## config.mk

```make
export PLATFORM = sky130hd
export DESIGN_NAME = ws2812_frame_tx
export DESIGN_NICKNAME = d
export VERILOG_FILES = /design/src/rtl/leds_racer_pkg.sv /design/src/rtl/ws2812_bit_timer.sv /design/src/rtl/ws2812_frame_tx.sv
export SDC_FILE = /design/constraint.sdc
export NUM_CORES = 1
export LEC_CHECK = 0
export BUFFER_PORTS_ARGS = -buffer_cell sky130_fd_sc_hd__clkbuf_2
export CAP_MARGIN = 25
export CORE_MARGIN = 2
export CORE_UTILIZATION = 59
export CTS_CLUSTER_DIAMETER = 200
export DETAILED_ROUTE_END_ITERATION = 8
export MAX_ROUTING_LAYER = met4
export PLACE_DENSITY = 0.79
export SLEW_MARGIN = 20
export SYNTH_ARGS = -nofsm -noshare
export SYNTH_HDL_FRONTEND = slang
export SYNTH_SLANG_ARGS = --single-unit
```

## constraint.sdc

```tcl
create_clock -name clk -period 3.1 [get_ports clk]
set_clock_uncertainty 0.1 [all_clocks]
set_input_delay 0.155 -clock clk [delete_from_list [all_inputs] [get_ports clk]]
set_output_delay 0.155 -clock clk [all_outputs]
set_load 0.02 [all_outputs]
```

## src/rtl/leds_racer_pkg.sv

```systemverilog
// ----------------------------------------------------------------------------
// leds_racer_pkg
// Shared types and default timing for the LED racer strip serialiser.
//   grb_t        : 24-bit packed pixel, G in [23:16], R in [15:8], B in [7:0]
//   tx_state_t   : frame transmitter states
//   DEF_*        : default cycle counts for a 50 MHz chip clock
//   max_int      : constant helper used to size shared counters
// ----------------------------------------------------------------------------
package leds_racer_pkg;

    typedef struct packed {
        logic [7:0] g;
        logic [7:0] r;
        logic [7:0] b;
    } grb_t;

    typedef enum logic [1:0] {
        IDLE  = 2'd0,
        FETCH = 2'd1,
        BIT   = 2'd2,
        LATCH = 2'd3
    } tx_state_t;

    localparam int BITS_PER_PIXEL = 24;

    localparam int DEF_NUM_LEDS = 109;
    localparam int DEF_T_BIT    = 63;
    localparam int DEF_T0H      = 20;
    localparam int DEF_T1H      = 40;
    localparam int DEF_T_LATCH  = 3000;

    function automatic int max_int(input int a, input int b);
        return (a > b) ? a : b;
    endfunction

endpackage

```

## src/rtl/ws2812_bit_timer.sv

```systemverilog
// ----------------------------------------------------------------------------
// ws2812_bit_timer
// Generates one WS2812 bit cell at a time: cell counter 0..T_BIT-1 and the
// registered line level (high while counter < T1H for a 1, < T0H for a 0).
// Ports:
//   clk, rst_n : clock, async active-low reset
//   go         : cells run in the next cycle (a fresh cell starts when the
//                timer was not running, or the current cell is ending)
//   bit_val    : value of the bit in the current cell (stable within a cell)
//   line       : registered line level
//   cell_end   : high during the last cycle of a cell
// ----------------------------------------------------------------------------
module ws2812_bit_timer
    import leds_racer_pkg::*;
#(
    parameter int T_BIT = DEF_T_BIT,
    parameter int T0H   = DEF_T0H,
    parameter int T1H   = DEF_T1H,
    parameter int CNT_W = $clog2(T_BIT + 1)
)(
    input  logic clk,
    input  logic rst_n,
    input  logic go,
    input  logic bit_val,
    output logic line,
    output logic cell_end
);

    localparam logic [CNT_W-1:0] CELL_LAST = CNT_W'(T_BIT - 1);
    localparam logic [CNT_W-1:0] T0H_C     = CNT_W'(T0H);
    localparam logic [CNT_W-1:0] T1H_C     = CNT_W'(T1H);

    logic [CNT_W-1:0] cnt_q;
    logic [CNT_W-1:0] cnt_inc;
    logic [CNT_W-1:0] thresh;
    logic             active_q;

    assign thresh   = bit_val ? T1H_C : T0H_C;
    assign cnt_inc  = cnt_q + 1'b1;
    assign cell_end = active_q && (cnt_q == CELL_LAST);

    // line is computed for the counter value of the next cycle so that the
    // registered level lines up with the cell counter; every cell opens high
    // because T0H > 0.
    always_ff @(posedge clk or negedge rst_n) begin
        if (!rst_n) begin
            cnt_q    <= '0;
            line     <= 1'b0;
            active_q <= 1'b0;
        end else begin
            active_q <= go;
            if (!go) begin
                cnt_q <= '0;
                line  <= 1'b0;
            end else if (!active_q || cnt_q == CELL_LAST) begin
                cnt_q <= '0;
                line  <= 1'b1;
            end else begin
                cnt_q <= cnt_inc;
                line  <= (cnt_inc < thresh);
            end
        end
    end

endmodule

```

## src/rtl/ws2812_frame_tx.sv

```systemverilog
// ----------------------------------------------------------------------------
// ws2812_frame_tx
// Serialises NUM_LEDS GRB pixels (fetched by index) onto a WS2812 data line,
// MSB first, then holds the line low for T_LATCH cycles.
// Ports:
//   clk, rst_n  : clock, async active-low reset
//   start       : single-cycle frame request (ignored while busy)
//   led_idx     : index of the pixel requested from the frame source
//   led_grb     : colour of pixel led_idx
//   busy        : high from accepted start until after frame_done
//   frame_done  : one-cycle pulse on the last latch cycle
//   leds_line   : registered WS2812 data line
// Build option: define WS2812_AUTO_REFRESH_EN for continuous back-to-back
// frames from reset release (start ignored, busy stays high).
//
// state | meaning
// IDLE  | line low, led_idx 0, waiting for start
// FETCH | one cycle, pixel 0 loaded into the shift register at its end
// BIT   | bit cells running; next pixel loaded on the 24th cell end
// LATCH | line low for T_LATCH cycles, frame_done on the last one
// ----------------------------------------------------------------------------
module ws2812_frame_tx
    import leds_racer_pkg::*;
#(
    parameter int NUM_LEDS = DEF_NUM_LEDS,
    parameter int T_BIT    = DEF_T_BIT,
    parameter int T0H      = DEF_T0H,
    parameter int T1H      = DEF_T1H,
    parameter int T_LATCH  = DEF_T_LATCH,
    parameter int IDX_W    = (NUM_LEDS > 1) ? $clog2(NUM_LEDS) : 1
)(
    input  logic             clk,
    input  logic             rst_n,
    input  logic             start,
    output logic [IDX_W-1:0] led_idx,
    input  grb_t             led_grb,
    output logic             busy,
    output logic             frame_done,
    output logic             leds_line
);

`ifdef WS2812_AUTO_REFRESH_EN
    localparam bit AUTO_REFRESH = 1'b1;
`else
    localparam bit AUTO_REFRESH = 1'b0;
`endif

    localparam int CNT_W = $clog2(max_int(T_BIT, T_LATCH) + 1);
    localparam int PIX_W = $clog2(NUM_LEDS + 1);

    localparam logic [IDX_W-1:0] IDX_LAST   = IDX_W'(NUM_LEDS - 1);
    localparam logic [PIX_W-1:0] PIX_TOTAL  = PIX_W'(NUM_LEDS);
    localparam logic [4:0]       BIT_LAST   = 5'(BITS_PER_PIXEL - 1);
    localparam logic [CNT_W-1:0] LATCH_LAST = CNT_W'(T_LATCH - 1);
    localparam logic [CNT_W-1:0] LATCH_ONE  = CNT_W'(1);

    tx_state_t        state;
    logic [23:0]      shift_q;
    logic [4:0]       bit_cnt_q;
    logic [PIX_W-1:0] pix_cnt_q;
    logic [CNT_W-1:0] latch_cnt_q;

    logic             cell_end;
    logic             last_cell;
    logic             timer_go;
    logic             accept;
    logic [IDX_W-1:0] idx_next;

    // In auto-refresh builds every IDLE cycle behaves as if start were high.
    assign accept    = AUTO_REFRESH | start;
    assign idx_next  = (led_idx == IDX_LAST) ? IDX_LAST : led_idx + 1'b1;
    assign last_cell = cell_end && (bit_cnt_q == BIT_LAST) && (pix_cnt_q == PIX_TOTAL);
    assign timer_go  = (state == FETCH) || ((state == BIT) && !last_cell);

    ws2812_bit_timer #(
        .T_BIT (T_BIT),
        .T0H   (T0H),
        .T1H   (T1H),
        .CNT_W (CNT_W)
    ) u_bit_timer (
        .clk      (clk),
        .rst_n    (rst_n),
        .go       (timer_go),
        .bit_val  (shift_q[23]),
        .line     (leds_line),
        .cell_end (cell_end)
    );

    always_ff @(posedge clk or negedge rst_n) begin
        if (!rst_n) begin
            state       <= IDLE;
            shift_q     <= '0;
            bit_cnt_q   <= '0;
            pix_cnt_q   <= '0;
            latch_cnt_q <= '0;
            led_idx     <= '0;
            busy        <= 1'b0;
            frame_done  <= 1'b0;
        end else begin
            case (state)
                IDLE: begin
                    led_idx    <= '0;
                    frame_done <= 1'b0;
                    if (accept) begin
                        state <= FETCH;
                        busy  <= 1'b1;
                    end
                end

                FETCH: begin
                    shift_q   <= led_grb;
                    bit_cnt_q <= '0;
                    pix_cnt_q <= PIX_W'(1);
                    led_idx   <= idx_next;
                    state     <= BIT;
                end

                BIT: begin
                    if (cell_end) begin
                        if (bit_cnt_q != BIT_LAST) begin
                            shift_q   <= {shift_q[22:0], 1'b0};
                            bit_cnt_q <= bit_cnt_q + 1'b1;
                        end else if (pix_cnt_q < PIX_TOTAL) begin
                            // next pixel follows with no gap
                            shift_q   <= led_grb;
                            bit_cnt_q <= '0;
                            pix_cnt_q <= pix_cnt_q + 1'b1;
                            led_idx   <= idx_next;
                        end else begin
                            state       <= LATCH;
                            latch_cnt_q <= LATCH_LAST;
                            frame_done  <= (T_LATCH == 1);
                        end
                    end
                end

                LATCH: begin
                    if (latch_cnt_q == '0) begin
                        frame_done <= 1'b0;
                        led_idx    <= '0;
                        busy       <= AUTO_REFRESH;
                        state      <= AUTO_REFRESH ? FETCH : IDLE;
                    end else begin
                        latch_cnt_q <= latch_cnt_q - 1'b1;
                        frame_done  <= (latch_cnt_q == LATCH_ONE);
                    end
                end

                default: state <= IDLE;
            endcase
        end
    end

endmodule
```

* Word level (Yosys, flattened, before mapping)
Cells that the tools add are included.
Word-level totals: RAM bits 0, flip-flop bits (word level) 73, bits of input ports 27, memories 0, bits in read-only memories 0, bits in latches 0, word-level logic and storage cells 98, output and inout bits 10
Cells by class: reduce and logical (&&, ||, !) cells 21, $add $sub $neg 5, magnitude comparators 2, div/mod/pow operators 0, shifts and indexed selects 0, bitwise logic cells 0, equality and inequality tests 17, $mul 0, multiplexer cells 42
Operators with widths (count):
- two-way mux 12 bit | 6
- two-way mux 24 bit | 3
- two-way mux 7 bit | 8
- one-hot mux 24 bit (2 select lines) | 1
- one-hot mux 7 bit (4 select lines) | 1
- one-hot mux 12 bit (2 select lines) | 1
- two-way mux 5 bit | 3
- adder 7 x 1 -> 7 bit (second input constant) | 2
- equality test 7 bit (second input constant) | 2
- one-hot mux 7 bit (2 select lines) | 1
- adder 12 x 1 -> 12 bit (second input constant) | 1
- equality test 12 x 1 -> 1 bit (second input constant) | 1
- equality test 12 x 6 -> 1 bit (second input constant) | 1
- zero test 12 bit | 1
- less-than comparator 12 bit | 1
- != test 2 bit (second input constant) | 6
- AND reduction 4 bit | 3
- subtractor 12 x 1 -> 12 bit (second input constant) | 1
- two-way mux 2 bit | 5
- one-hot mux 5 bit (2 select lines) | 1
- AND reduction 5 bit | 2
- two-way mux 1 bit | 8
- one-hot mux 2 bit (4 select lines) | 1
- less-than comparator 7 bit (second input constant) | 1
- other kinds (17) | 26

* Longest topological paths before layout
Gate-level depths: netlist (run 1).
depth in word-level cells 8, depth in mapped cells 9, mapped depth without buffers 9

* Modules after synthesis
A second synthesis (run 1) with hierarchy kept.
Unflattened totals: cell total of the unflattened synthesis 450, area total of the unflattened synthesis 4262.8 um^2
By module, submodules not included:
- ws2812_frame_tx | area each 3443.3 um^2, times used 1, sequential area each 1476.4 um^2, cells each 368
- ws2812_bit_timer | area each 819.5 um^2, times used 1, sequential area each 350.3 um^2, cells each 82

* Least setup slack after synthesis (run 1)
OpenSTA, ideal clock, no wires.
kind reg2reg, start register u_bit_timer.cnt_q[0], end register latch_cnt_q[4], path slack 0.588 ns, path buffers 0, required time 2.921 ns, stages on the path, launching flop included 8, setup time 0.079 ns, arrival 2.333 ns, clock period less this slack 2.512 ns, cells stage by stage dfrtp_1 -> inv_1 -> ha_1 -> or4b_4 -> or4_4 -> or3_4 -> and2_0 -> mux2i_1
Between the ends: word-level cells in the longest chain between the ends 4
Ends and longest elaborated chain:
- start, declared | line ws2812_bit_timer.sv:33 | logic [CNT_W-1:0] cnt_q;
- start signal, assigned | line ws2812_bit_timer.sv:59 | cnt_q <= cnt_inc;
- equality test 12 x 6 -> 1 bit | line ws2812_bit_timer.sv:40 | assign cell_end = active_q && (cnt_q == CELL_LAST);
- logical AND 1 bit | line ws2812_bit_timer.sv:40
- != test 2 bit (no source line)
- AND reduction 5 bit (no source line)
- end signal, assigned | line ws2812_frame_tx.sv:144 | latch_cnt_q <= latch_cnt_q - 1'b1;
- end, declared | line ws2812_frame_tx.sv:61 | logic [CNT_W-1:0] latch_cnt_q;
No other way between the ends. A chain may end at the register's enable or synchronous reset.

* Final worst setup path (run 1)
start register u_bit_timer.cnt_q[0], end register latch_cnt_q[7]
Same word-level chain as after synthesis.

==> summary.md, run 1 <==
| Metric | Value |
|---|---|
| Outcome | `complete, no violations` |
| 1st-iter DRT viols | `roughly 230` |
| Number of post-CTS setup repair buffers | `0` |
| Crit path required time | `about 3.2 ns` |
| M1 wire length | `3.88 mm` |
| Synthesis-to-layout area growth | `18.7%` |
| Slew margin rel. | `0.390` |
| Class of the worst hold path | `input port to register` |
| Yosys top cell area share | `0.471` |
| Initial antenna violation count | `0` |
| CP Launch Type | `register` |
| ANT cells | `0` |
| Vias in the first global route | `3214` |
| Sw frac | `0.241` |
| Cts repair resizes | `0` |
| # fillers | `around 450` |
| Sequential power share | `0.526` |
| CTS tree | `done` |
| Crit share post-route | `0.900` |
| Synth async-reset ratio | `1.00` |
| First-pass GRT wire length | `15.0 mm` |
| Sequential-to-total area share from yosys stat | `0.471` |
| MaxCap Viol Count | `0` |
| Largest net degree at the start of global routing | `74` |
| CTS Buf Count | `9` |
| DR WL/cell | `15.8 µm` |
| Congestion Overflow GR | `0` |
| Sw Pwr | `435 µW` |
| Core Footprint | `roughly 6300 µm²` |
| Setup_tns | `0 ns` |
| Min cycle time layout | `2.79 ns` |
| Layout cell share with drive strength beyond 1 | `0.138` |
| Final core area utilization | `0.725` |
| Crit path max fanout | `15` |
| Slew Limit Fails | `0` |
| # port buffers | `36` |
| Pwr dens | `393 nW/µm²` |
| Initial Util | `0.610` |
| Tot GR Track Use | `0.267` |
| Mapped cell area | `3870 µm²` |
| NumNets Final | `roughly 520` |
| Part of the power in combinational logic | `0.034` |
| Post-Syn Nets | `460` |
| RSZ-0062 raised after global routing | `no` |
| Clk sinks | `73` |
| Top Layer Used | `met4` |
| Slowest cell on crit path | `or4_4` |
| DR vias | `3494` |
| Die Ht | `85.0 µm` |
| DRT antenna net count | `0` |
| Metal2 WL | `approximately 4.4 mm` |
| Crit Path Category | `register to register` |
| Max Fclk | `0.359 GHz` |
| Final wirelength | `8.91 mm` |
| Remaining DRCs | `0` |
| Post-synthesis register bit count | `73` |
| Top delay family on crit path | `simple AND/OR/NAND/NOR gates` |
| Number of synthesized flops with an enable pin | `0` |
| Post-synthesis cell type count | `56` |
| Slew at the pin closest to its max-slew limit | `around 0.92 ns` |
| # IOs | `37` |
| Int Pwr | `roughly 1.4 mW` |
| Critical path capture point type | `register` |
| First-pass DRT Iterations | `5` |
| Leak pwr | `between 2 and 2.5 nW` |
| Worst-Skew Late Latency | `0.36 ns` |
| Worst vdd ir | `335 µV` |
| Worst EP arrival | `2.93 ns` |
| Max incr delay on CP | `around 0.56 ns` |
| Largest cells by area after synthesis | `dfrtp_1 (47%), nor2_1 (6.8%), ha_1 (5.2%), o22ai_1 (3.7%), o21ai_0 (3.6%)` |
| Critical-path cell list | `inv_1, ha_1, or4b_4, or4_4, o21ai_2, and4_1, o21ai_0` |
| Gpl congestion | `0.887` |
| CP Buf/Inv Count | `1` |
| Area leader, netlist | `dfrtp_1` |
| Final Hold Violating Endpoints | `0` |
| Hold-fix buffers, CTS | `25` |
| Deepest clock path buffer count | `2` |
| Yosys warnings | `0` |
| Final setup viols | `0` |
| Synth Instances | `417` |
| Routed wl met3 | `394 µm` |
| CTS H-tree lvls | `3` |
| Die Area | `7230 µm²` |
| Std-Cell Rows | `29` |
| Clock share of power | `0.440` |
| Syn avg cell area | `9.29 µm²` |
| Root cell of the clock tree | `clkbuf_8` |
| Top FF cell, synth | `dfrtp_1` |
| CTS clk-pin slew, worst paths | `0.08 ns` |
| Width of the chip | `85.0 µm` |
| Hpwl dp | `5.51 mm` |
| Vias per std cell | `6.21` |
==> cell usage in the layout, fill, tap and decap left out, types with 10 or more instances in the layout <==
cell type,instances
a21oi_1,14
a31oi_1,10
clkbuf_2,35
dfrtp_1,73
dlygate4sd3_1,25
ha_1,16
inv_1,16
nand2_1,23
nand3_1,16
nor2_1,70
o21ai_0,28
o22ai_1,23
==> routing by layer <==
layer	track usage	vias to the layer above
li1	-	1669
met1	0.340	1691
met2	0.420	108
met3	0.0603	26
met4	0.0996	0
met5	-	-
==> layout make-up <==
cell class / count / area, µm² / share of cell area
sequential: 73 / 1830 / 0.397
tap: 77 / 96.3 / 0.0209
timing repair buffer: 69 / 493 / 0.107
clock inverter: 7 / 86.3 / 0.0188
clock buffer: 9 / 124 / 0.0269
inverter: 17 / 63.8 / 0.0139
multi-input combinational: 311 / 1910 / 0.415
==> metrics by stage <==
| stage | total power, mW | hold slack (ns) | std cells | setup slack (ns) | cell area, µm² |
|---|---|---|---|---|---|
| global route | 1.86 | 0.120 | 563 | 0.113 | 4600 |
| global placement | 1.01 | 0.238 | 522 | 0.398 | 4140 |
| CTS | 1.81 | 0.0423 | 563 | 0.318 | 4600 |
| floorplan | 0.971 | -0.241 | 417 | 0.588 | 3870 |
| detailed placement | 1.01 | 0.244 | 522 | 0.329 | 4140 |
| finish | 1.81 | 0.0600 | 563 | 0.311 | 4600 |
==> cell usage after synthesis (all sizes together) (2+ instances only) <==
cell	instances
a22oi	2
nand2b	2
o211ai	4
a41oi	2
xnor2	6
o41ai	2
dfrtp	73
and4	7
o22ai	23
o21ai	30
nor2	70
xor2	4
o31ai	7
nand4b	2
nor3	9
nor3b	2
and3	6
or3	9
or4b	2
nor4	4
nor2b	3
or4	7
mux2i	5
a31oi	10
ha	16
o2bb2ai	2
nand4	7
o211a	2
a21oi	14
nand3	16
nand2	23
a21o	2
clkbuf	11
inv	16
buf	5
==> power by group through the flow <==
stage	clock network [mW]	logic, mW	registers, mW
floorplan	0	0.00000929	0.971
global placement	0	0.0350	0.970
detailed placement	0	0.0355	0.970
CTS	0.802	0.0601	0.951
global route	0.845	0.0677	0.951
finish	0.796	0.0613	0.951
==> cells by family (layout without fill, tap and decap cells) <==
logic type | after synthesis | in the layout | synth area share
multiplexers | 5 | 5 | 0.0129
AO/OA/AOI/OAI | 108 | 108 | 0.178
flip-flops | 73 | 73 | 0.471
buffers and inverters | 33 | 102 | 0.0355
adder cells (fa/ha/maj) | 16 | 16 | 0.0517
AND/OR/NAND/NOR | 172 | 172 | 0.228
XOR/XNOR | 10 | 10 | 0.0226
==> worst register-to-register path: cells and delay by family (launching register included) <==
family	cells	cell delay, ns
AOI/OAI and AO/OA	2	0.54
adders and majority gates	1	0.14
buffers and inverters	1	0.09
and+or+nand+nor	3	1.36
DFF	1	0.46
==> flip-flops by register name, indices dropped and copies added (netlist names) <==
name / cells
busy: 1
shift_q: 24
pix_cnt_q: 7
u_bit_timer.line: 1
u_bit_timer.cnt_q: 12
frame_done: 1
led_idx: 7
u_bit_timer.active_q: 1
latch_cnt_q: 12
state: 2
bit_cnt_q: 5
==> worst paths after layout <==
kind | startpoint | to | slack [ns] | cells past startpoint
worst max-delay path | u_bit_timer.cnt_q[0]$_DFF_PN0_ | latch_cnt_q[7]$_DFFE_PN0P_ | 0.31 | 7
worst min-delay path | start | busy$_DFFE_PN0P_ | 0.06 | 3
min in group asynchronous | rst_n | latch_cnt_q[2]$_DFFE_PN0P_ | 0.37 | 2
worst max register to register | u_bit_timer.cnt_q[0]$_DFF_PN0_ | latch_cnt_q[7]$_DFFE_PN0P_ | 0.31 | 7
worst min register to register | bit_cnt_q[0]$_DFFE_PN0P_ | bit_cnt_q[0]$_DFFE_PN0P_ | 0.40 | 1
max in group asynchronous | rst_n | led_idx[0]$_DFFE_PN0P_ | 1.94 | 2
Power figures use the tool's default switching activity.
==> run 2: changes to the inputs <==
--- a/config.mk
+++ b/config.mk
@@ -8,12 +8,13 @@
 export BUFFER_PORTS_ARGS = -buffer_cell sky130_fd_sc_hd__clkbuf_2
 export CAP_MARGIN = 25
 export CORE_MARGIN = 2
-export CORE_UTILIZATION = 59
+export CORE_UTILIZATION = 60
 export CTS_CLUSTER_DIAMETER = 200
 export DETAILED_ROUTE_END_ITERATION = 8
 export MAX_ROUTING_LAYER = met4
-export PLACE_DENSITY = 0.79
+export PLACE_DENSITY = 0.8
 export SLEW_MARGIN = 20
 export SYNTH_ARGS = -nofsm -noshare
 export SYNTH_HDL_FRONTEND = slang
+export SYNTH_HIERARCHICAL = 1
 export SYNTH_SLANG_ARGS = --single-unit
==> run 2 against run 1 <==
  * Sequential share of layout area shrank 2.1 points
  * Global-route usage shrank 0.91 points
  * Clock-buffer cell count grew 2
  * Routed wire length grew 0.46%
  * Synthesized area grew 10%
==> summary.md, run 2 <==
| Metric | Value |
|---|---|
| CP Launch Type | `register` |
| Hold Path Cell Cnt | `3 (unchanged)` |
| Crit path required time | `3.25 ns (about the same)` |
| CTS tree | `done` |
| Crit share post-route | `0.904 (+0.00472)` |
| CTS Buf Count | `9 (unchanged)` |
| Crit path max fanout | `9 (-6)` |
| Final Hold Violating Endpoints | `0 (unchanged)` |
| Synthesis-to-layout area growth | `13.9%` |
| Synth async-reset ratio | `1.00 (unchanged)` |
| Max Fclk | `0.357 GHz (-0.52%)` |
| Critical path capture point type | `register` |
| Part of the power in combinational logic | `0.450 (+0.416)` |
| Slew at the pin closest to its max-slew limit | `0.900 ns (-0.0155 ns)` |
| MaxCap Viol Count | `0 (unchanged)` |
| Max incr delay on CP | `0.45 ns (-0.11 ns)` |
| Post-Syn Nets | `495 (+7.6%)` |
| 1st-iter DRT viols | `183 (-19%)` |
| Int Pwr | `2.39 mW (+74%)` |
| Post-synthesis cell type count | `69 (+23%)` |
| Crit path depth | `10 (+3)` |
| Sequential power share | `0.364 (-0.162)` |
| Synth Instances | `450 (+7.9%)` |
| Pwr dens | `857 nW/µm² (+120%)` |
| DR WL/cell | `15.0 µm (-5.3%)` |
| DRT antenna net count | `0 (unchanged)` |
| Worst vdd ir | `562 µV (+68%)` |
| Remaining DRCs | `0 (unchanged)` |
| # IOs | `37 (unchanged)` |
| First-pass GRT wire length | `15.3 mm (+2.5%)` |
| Die Ht | `88.3 µm (+3.8%)` |
| Leak pwr | `2.13 nW (-1.9%)` |
| ANT cells | `0 (unchanged)` |
| Yosys top cell area share | `0.429 (-0.0429)` |
| Deepest clock path buffer count | `2 (unchanged)` |
| Hold-fix buffers, CTS | `12 (-52%)` |
| CTS clk-pin slew, worst paths | `0.09 ns (about the same)` |
| Setup_tns | `0 ns (unchanged)` |
| Area leader, netlist | `dfrtp_1` |
| Count leader, synth | `dfrtp_1` |
| Reg2Reg Depth | `10 (+3)` |
| Yosys warnings | `6 (+6)` |
| Gpl congestion | `0.923 (+4.1%)` |
| Crit Path Category | `register to register` |
| Mapped cell area | `4260 µm² (+10%)` |
| # fillers | `543 (+20%)` |
| Cts repair resizes | `0 (unchanged)` |
| Root cell of the clock tree | `clkbuf_8` |
| Number of synthesized flops with an enable pin | `0 (unchanged)` |
| Initial antenna violation count | `0 (unchanged)` |
| Initial Util | `0.624 (+0.0137)` |
| Final core area utilization | `0.711 (-0.0137)` |
| Slew margin rel. | `0.400 (+0.0103)` |
| Power, Total | `4.16 mW (+130%)` |
| CP most frequent cell | `inv_1` |
| Die Area | `7800 µm² (+7.8%)` |
| Largest register FFs | `24 (unchanged)` |
| Design area | `4860 µm² (+5.5%)` |
| Hpwl dp | `6.07 mm (+10%)` |
| Critical-path cell list | `inv_1, ha_1, nor4b_1, and4_2, and2_1, inv_1, o21ai_0, and3_1, nand2_2, o32ai_2` |
| Min cycle time layout | `2.80 ns (+0.0146 ns)` |
| Slowest cell on crit path | `dfrtp_1` |
| Number of post-CTS setup repair buffers | `0 (unchanged)` |
| Outcome | `complete, no violations` |
| Worst setup margin | `0.297 ns (-0.0146 ns)` |
| Slew Limit Fails | `0 (unchanged)` |
| Clk sinks | `73 (unchanged)` |
| Top FF cell, synth | `dfrtp_1` |
| First-pass DRT Iterations | `6 (+1)` |
| Layout cell share with drive strength beyond 1 | `0.150 (+0.0118)` |
| Sw Pwr | `1.77 mW (+310%)` |
| Tot GR Track Use | `0.258 (-0.00911)` |
| Vias per std cell | `6.03 (-2.8%)` |
| RSZ-0062 raised after global routing | `no` |
| Class of the worst hold path | `input port to register` |
| Sw frac | `0.426 (+0.185)` |
| Final wirelength | `8.95 mm (+0.46%)` |
| Commonest cells after routing, fill and taps aside | `dfrtp_1 (73), nor2_1 (54), a21oi_1 (41)` |
| Vias in the first global route | `3313 (+3.1%)` |
| Sequential-to-total area share from yosys stat | `0.429 (-0.0429)` |
| Post-synthesis register bit count | `73 (unchanged)` |
| NumNets Final | `541 (+3.2%)` |
| DR vias | `3602 (+3.1%)` |
| Std-Cell Rows | `30 (+3.4%)` |
| Largest net degree at the start of global routing | `74 (unchanged)` |
| Most common cell after layout, fill and taps aside | `dfrtp_1` |
| Syn avg cell area | `9.47 µm² (+1.9%)` |
| Worst EP arrival | `2.95 ns (+0.02 ns)` |
| Final setup viols | `0 (unchanged)` |
| Width of the chip | `88.3 µm (+3.8%)` |
| Clock share of power | `0.186 (-0.254)` |
| Regs by FF count | `shift_q (24), latch_cnt_q (12), u_bit_timer/cnt_q (12)` |
| # port buffers | `36 (unchanged)` |
| Congestion Overflow GR | `0 (unchanged)` |
| Post-synth top cells | `dfrtp_1 (73), nor2_1 (54), a21oi_1 (41)` |
| Biggest register | `shift_q` |
| DP Worst Slack | `0.362 ns (+0.0332 ns)` |
| CP Buf/Inv Count | `2 (+1)` |
| Worst-Skew Late Latency | `0.35 ns (about the same)` |
| CTS H-tree lvls | `3 (unchanged)` |
| Top delay family on crit path | `simple AND/OR/NAND/NOR gates` |
| Largest cells by area after synthesis | `dfrtp_1 (43%), mux2i_1 (6.6%), ha_1 (5.3%), a21oi_1 (4.8%), nor2_1 (4.8%)` |
| Core Footprint | `6830 µm² (+7.6%)` |
| Post-DP Area | `4530 µm² (+9.5%)` |
run 2: stage by stage:
stage | hold slack [ns] | std cells
final | 0.0132 | 597
after global routing | 0.0180 | 597
after global placement | 0.242 | 569
after floorplan | -0.241 | 450
after detailed placement | 0.246 | 569
after CTS | 0.00152 | 597
run 2: worst min-delay path, stage by stage:
cell and delay [ns]:
clkbuf_2 0.07, mux2i_1 0.06, a21oi_1 0.13
run 2: cell type report:
class | instances | area, µm² | share of cell area
multi-input cells | 338 | 2290 | 0.471
clock inverters | 5 | 62.6 | 0.0129
repair buffers | 53 | 340 | 0.0701
flip-flops and latches | 73 | 1830 | 0.376
well taps | 96 | 120 | 0.0247
clock buffers | 11 | 141 | 0.0291
inverters | 21 | 78.8 | 0.0162
run 2: final timing paths:
kind                       slack, ns                        endpoint                      startpoint
setup / recovery                0.30          led_idx[4]$_DFFE_PN0P_  u_bit_timer/cnt_q[0]$_DFF_PN0_
hold / removal                  0.01         shift_q[11]$_DFFE_PN0P_                     led_grb[11]
setup reg to reg                0.30          led_idx[4]$_DFFE_PN0P_  u_bit_timer/cnt_q[0]$_DFF_PN0_
hold reg to reg                 0.43          led_idx[6]$_DFFE_PN0P_          led_idx[6]$_DFFE_PN0P_
max in group asynchronous       1.94  u_bit_timer/cnt_q[6]$_DFF_PN0_                           rst_n
min in group asynchronous       0.38      latch_cnt_q[4]$_DFFE_PN0P_                           rst_n
run 2: per-layer routing:
layer  global-route usage  vias up  share of wire
li1                     -     1721              -
met5                    -        -              0
met2                0.411       97           0.50
met3               0.0644        4          0.040
met1                0.336     1780           0.46
met4               0.0579        0         0.0053
run 2: logic make-up after synthesis:
| kind of cell | after synthesis | synth area share |
|---|---|---|
| and+or+nand+nor | 176 | 0.224 |
| AOI/OAI and AO/OA | 103 | 0.161 |
| DFF | 73 | 0.429 |
| buffers and inverters | 39 | 0.0396 |
| muxes | 30 | 0.0710 |
| adders and majority gates | 18 | 0.0528 |
| xor gates and xnor gates | 11 | 0.0226 |
run 2: power groups by stage:
stage | registers (mW) | logic (mW) | clock network, mW
6_report | 1.51 | 1.87 | 0.775
5_1_grt | 1.55 | 2.14 | 0.820
4_1_cts | 1.51 | 1.88 | 0.790
3_5_place_dp | 1.52 | 1.86 | 0
3_3_place_gp | 1.51 | 1.77 | 0
2_1_floorplan | 1.49 | 1.46 | 0
==> run 3: changes to the inputs <==
--- a/config.mk
+++ b/config.mk
@@ -8,11 +8,10 @@
 export BUFFER_PORTS_ARGS = -buffer_cell sky130_fd_sc_hd__clkbuf_2
 export CAP_MARGIN = 25
 export CORE_MARGIN = 2
-export CORE_UTILIZATION = 60
-export CTS_CLUSTER_DIAMETER = 200
+export CORE_UTILIZATION = 35
+export CTS_BUF_LIST = sky130_fd_sc_hd__clkbuf_4 sky130_fd_sc_hd__clkbuf_8
 export DETAILED_ROUTE_END_ITERATION = 8
 export MAX_ROUTING_LAYER = met4
-export PLACE_DENSITY = 0.8
 export SLEW_MARGIN = 20
 export SYNTH_ARGS = -nofsm -noshare
 export SYNTH_HDL_FRONTEND = slang
==> run 3 against run 2 <==
  * Fmax grew 2.6%
  * Sequential share of layout area is 0.61 points lower
  * First-iteration DRC count shrank 32%
  * Combinational power barely moved
  * Cell count is 8.9% higher
  * Sequential cell count is the same
  * Clock-buffer cell count stayed put
  * Die area increased by 68%
  * Register-to-register slack better by 0.07 ns
  * Total power fell by 1.3%
  * Global-route usage down 11 points
  * Critical endpoint unchanged
  * Highest routed layer unchanged
==> summary.md, run 3 (synthesis gave the netlist of run 2 again) <==
| Metric | Value |
|---|---|
| # fillers | `1172 (+120%)` |
| CTS clk-pin slew, worst paths | `0.08 ns (about the same)` |
| Width of the chip | `114 µm (+30%)` |
| CTS tree | `done` |
| DR vias | `3427 (-4.9%)` |
| Min cycle time layout | `2.73 ns (-0.0709 ns)` |
| CTS H-tree lvls | `3 (unchanged)` |
| DR WL/cell | `13.7 µm (-8.3%)` |
| First-pass GRT wire length | `15.6 mm (+1.7%)` |
| Crit Path Category | `register to register` |
| Remaining DRCs | `0 (unchanged)` |
| Final wirelength | `8.93 mm (-0.18%)` |
| DRT antenna net count | `0 (unchanged)` |
| Worst-Skew Late Latency | `0.35 ns (about the same)` |
| Worst vdd ir | `448 µV (-20%)` |
| Outcome | `complete, no violations` |
| Design area | `4940 µm² (+1.6%)` |
| Crit path max fanout | `9 (unchanged)` |
| Initial Util | `0.356 (-0.268)` |
| MaxCap Viol Count | `0 (unchanged)` |
| Setup_tns | `0 ns (unchanged)` |
| RSZ-0062 raised after global routing | `no` |
| Clk sinks | `73 (unchanged)` |
| Crit share post-route | `0.881 (-0.0229)` |
| # port buffers | `36 (unchanged)` |
| Crit path required time | `3.25 ns (about the same)` |
| Congestion Overflow GR | `0 (unchanged)` |
| Biggest register | `shift_q` |
| 1st-iter DRT viols | `124 (-32%)` |
| Final Hold Violating Endpoints | `0 (unchanged)` |
| Std-Cell Rows | `40 (+33%)` |
| Pwr dens | `831 nW/µm² (-2.9%)` |
| Leak pwr | `2.14 nW (+0.33%)` |
| Post-DP Area | `4600 µm² (+1.6%)` |
| Die Ht | `114 µm (+30%)` |
| Largest register FFs | `24 (unchanged)` |
| Die Area | `13100 µm² (+68%)` |
| First-pass DRT Iterations | `4 (-2)` |
| Slew at the pin closest to its max-slew limit | `0.617 ns (-0.283 ns)` |
| Gpl congestion | `0.824 (-11%)` |
| CTS Buf Count | `9 (unchanged)` |
| Root cell of the clock tree | `clkbuf_8` |
| # IOs | `37 (unchanged)` |
| CP Launch Type | `register` |
| Max Fclk | `0.366 GHz (+2.6%)` |
| NumNets Final | `543 (+0.37%)` |
| FF-to-FF setup slack | `0.37 ns (+0.07 ns)` |
| Worst EP arrival | `2.88 ns (-0.07 ns)` |
| Initial antenna violation count | `0 (unchanged)` |
| Commonest cells after routing, fill and taps aside | `dfrtp_1 (73), nor2_1 (54), a21oi_1 (41)` |
| Vias per std cell | `5.27 (-13%)` |
| Final setup viols | `0 (unchanged)` |
| Core Footprint | `12000 µm² (+75%)` |
| Layout cell share with drive strength beyond 1 | `0.155 (+0.00537)` |
| Vias in the first global route | `3276 (-1.1%)` |
| Most common cell after layout, fill and taps aside | `dfrtp_1` |
| Slew margin rel. | `0.588 (+0.188)` |
| Fin Hold WS | `0.00368 ns (-0.00951 ns)` |
| Deepest clock path buffer count | `2 (unchanged)` |
| Hpwl dp | `6.18 mm (+1.8%)` |
| Class of the worst hold path | `input port to register` |
| Slew Limit Fails | `0 (unchanged)` |
| Tot GR Track Use | `0.152 (-0.106)` |
| Critical path capture point type | `register` |
| Regs by FF count | `shift_q (24), latch_cnt_q (12), u_bit_timer/cnt_q (12)` |
| Synthesis-to-layout area growth | `15.8%` |
| Largest net degree at the start of global routing | `74 (unchanged)` |
| ANT cells | `0 (unchanged)` |
| Final core area utilization | `0.413 (-0.298)` |
==> run 3: final timing paths <==
kind | endpoint | from | cells after the start
max in group asynchronous | shift_q[22]$_DFFE_PN0P_ | rst_n | 3
worst max-delay path | led_idx[4]$_DFFE_PN0P_ | u_bit_timer/cnt_q[0]$_DFF_PN0_ | 10
worst max register to register | led_idx[4]$_DFFE_PN0P_ | u_bit_timer/cnt_q[0]$_DFF_PN0_ | 10
worst min-delay path | shift_q[0]$_DFFE_PN0P_ | led_grb[0] | 3
min in group asynchronous | latch_cnt_q[2]$_DFFE_PN0P_ | rst_n | 2
worst min register to register | led_idx[6]$_DFFE_PN0P_ | led_idx[6]$_DFFE_PN0P_ | 1
==> run 3: layer usage <==
metal | up-vias | GRT usage | wire [µm]
met5 | - | - | 0
met4 | 0 | 0.0537 | 175
met3 | 15 | 0.0344 | 287
met2 | 66 | 0.231 | 3970
met1 | 1614 | 0.199 | 4500
li1 | 1732 | - | -
==> run 3: per-stage QoR <==
step	std cells	total power [mW]	setup slack, ns
final	650	4.10	0.368
after global routing	650	4.46	0.111
after CTS	649	4.14	0.396
after detailed placement	621	3.41	0.414
after global placement	621	3.34	0.496
after floorplan	450	2.94	0.758
==> run 3: layout make-up <==
type | instances | area, µm² | area share
clock buffer | 11 | 145 | 0.0294
inverter | 21 | 78.8 | 0.0160
tap | 147 | 184 | 0.0373
sequential | 73 | 1830 | 0.370
multi-input combinational | 338 | 2290 | 0.463
timing repair buffer | 55 | 375 | 0.0760
clock inverter | 5 | 40.0 | 0.00811
==> run 3: what timing repair did <==
action                                  4_1_cts  5_1_grt
endpoints found under the setup margin        0        0
endpoints found under the hold margin        84        0
hold buffers                                 12        0
buffers inserted                              0        0
gates resized for setup                       0        0
==> run 3: power by group <==
group	switching [mW]	internal (mW)	total [mW]
clock network	0.372	0.325	0.698
logic	1.14	0.759	1.90
registers	0.256	1.25	1.51
==> run 3: critical path: stages, from the launching register on <==
cell and delay [ns]:
dfrtp_1 0.44, inv_1 0.08, ha_1 0.13, nor4b_1 0.21, and4_2 0.27, and2_1 0.25
inv_1 0.12, o21ai_0 0.24, and3_1 0.41, nand2_2 0.12, o32ai_2 0.27
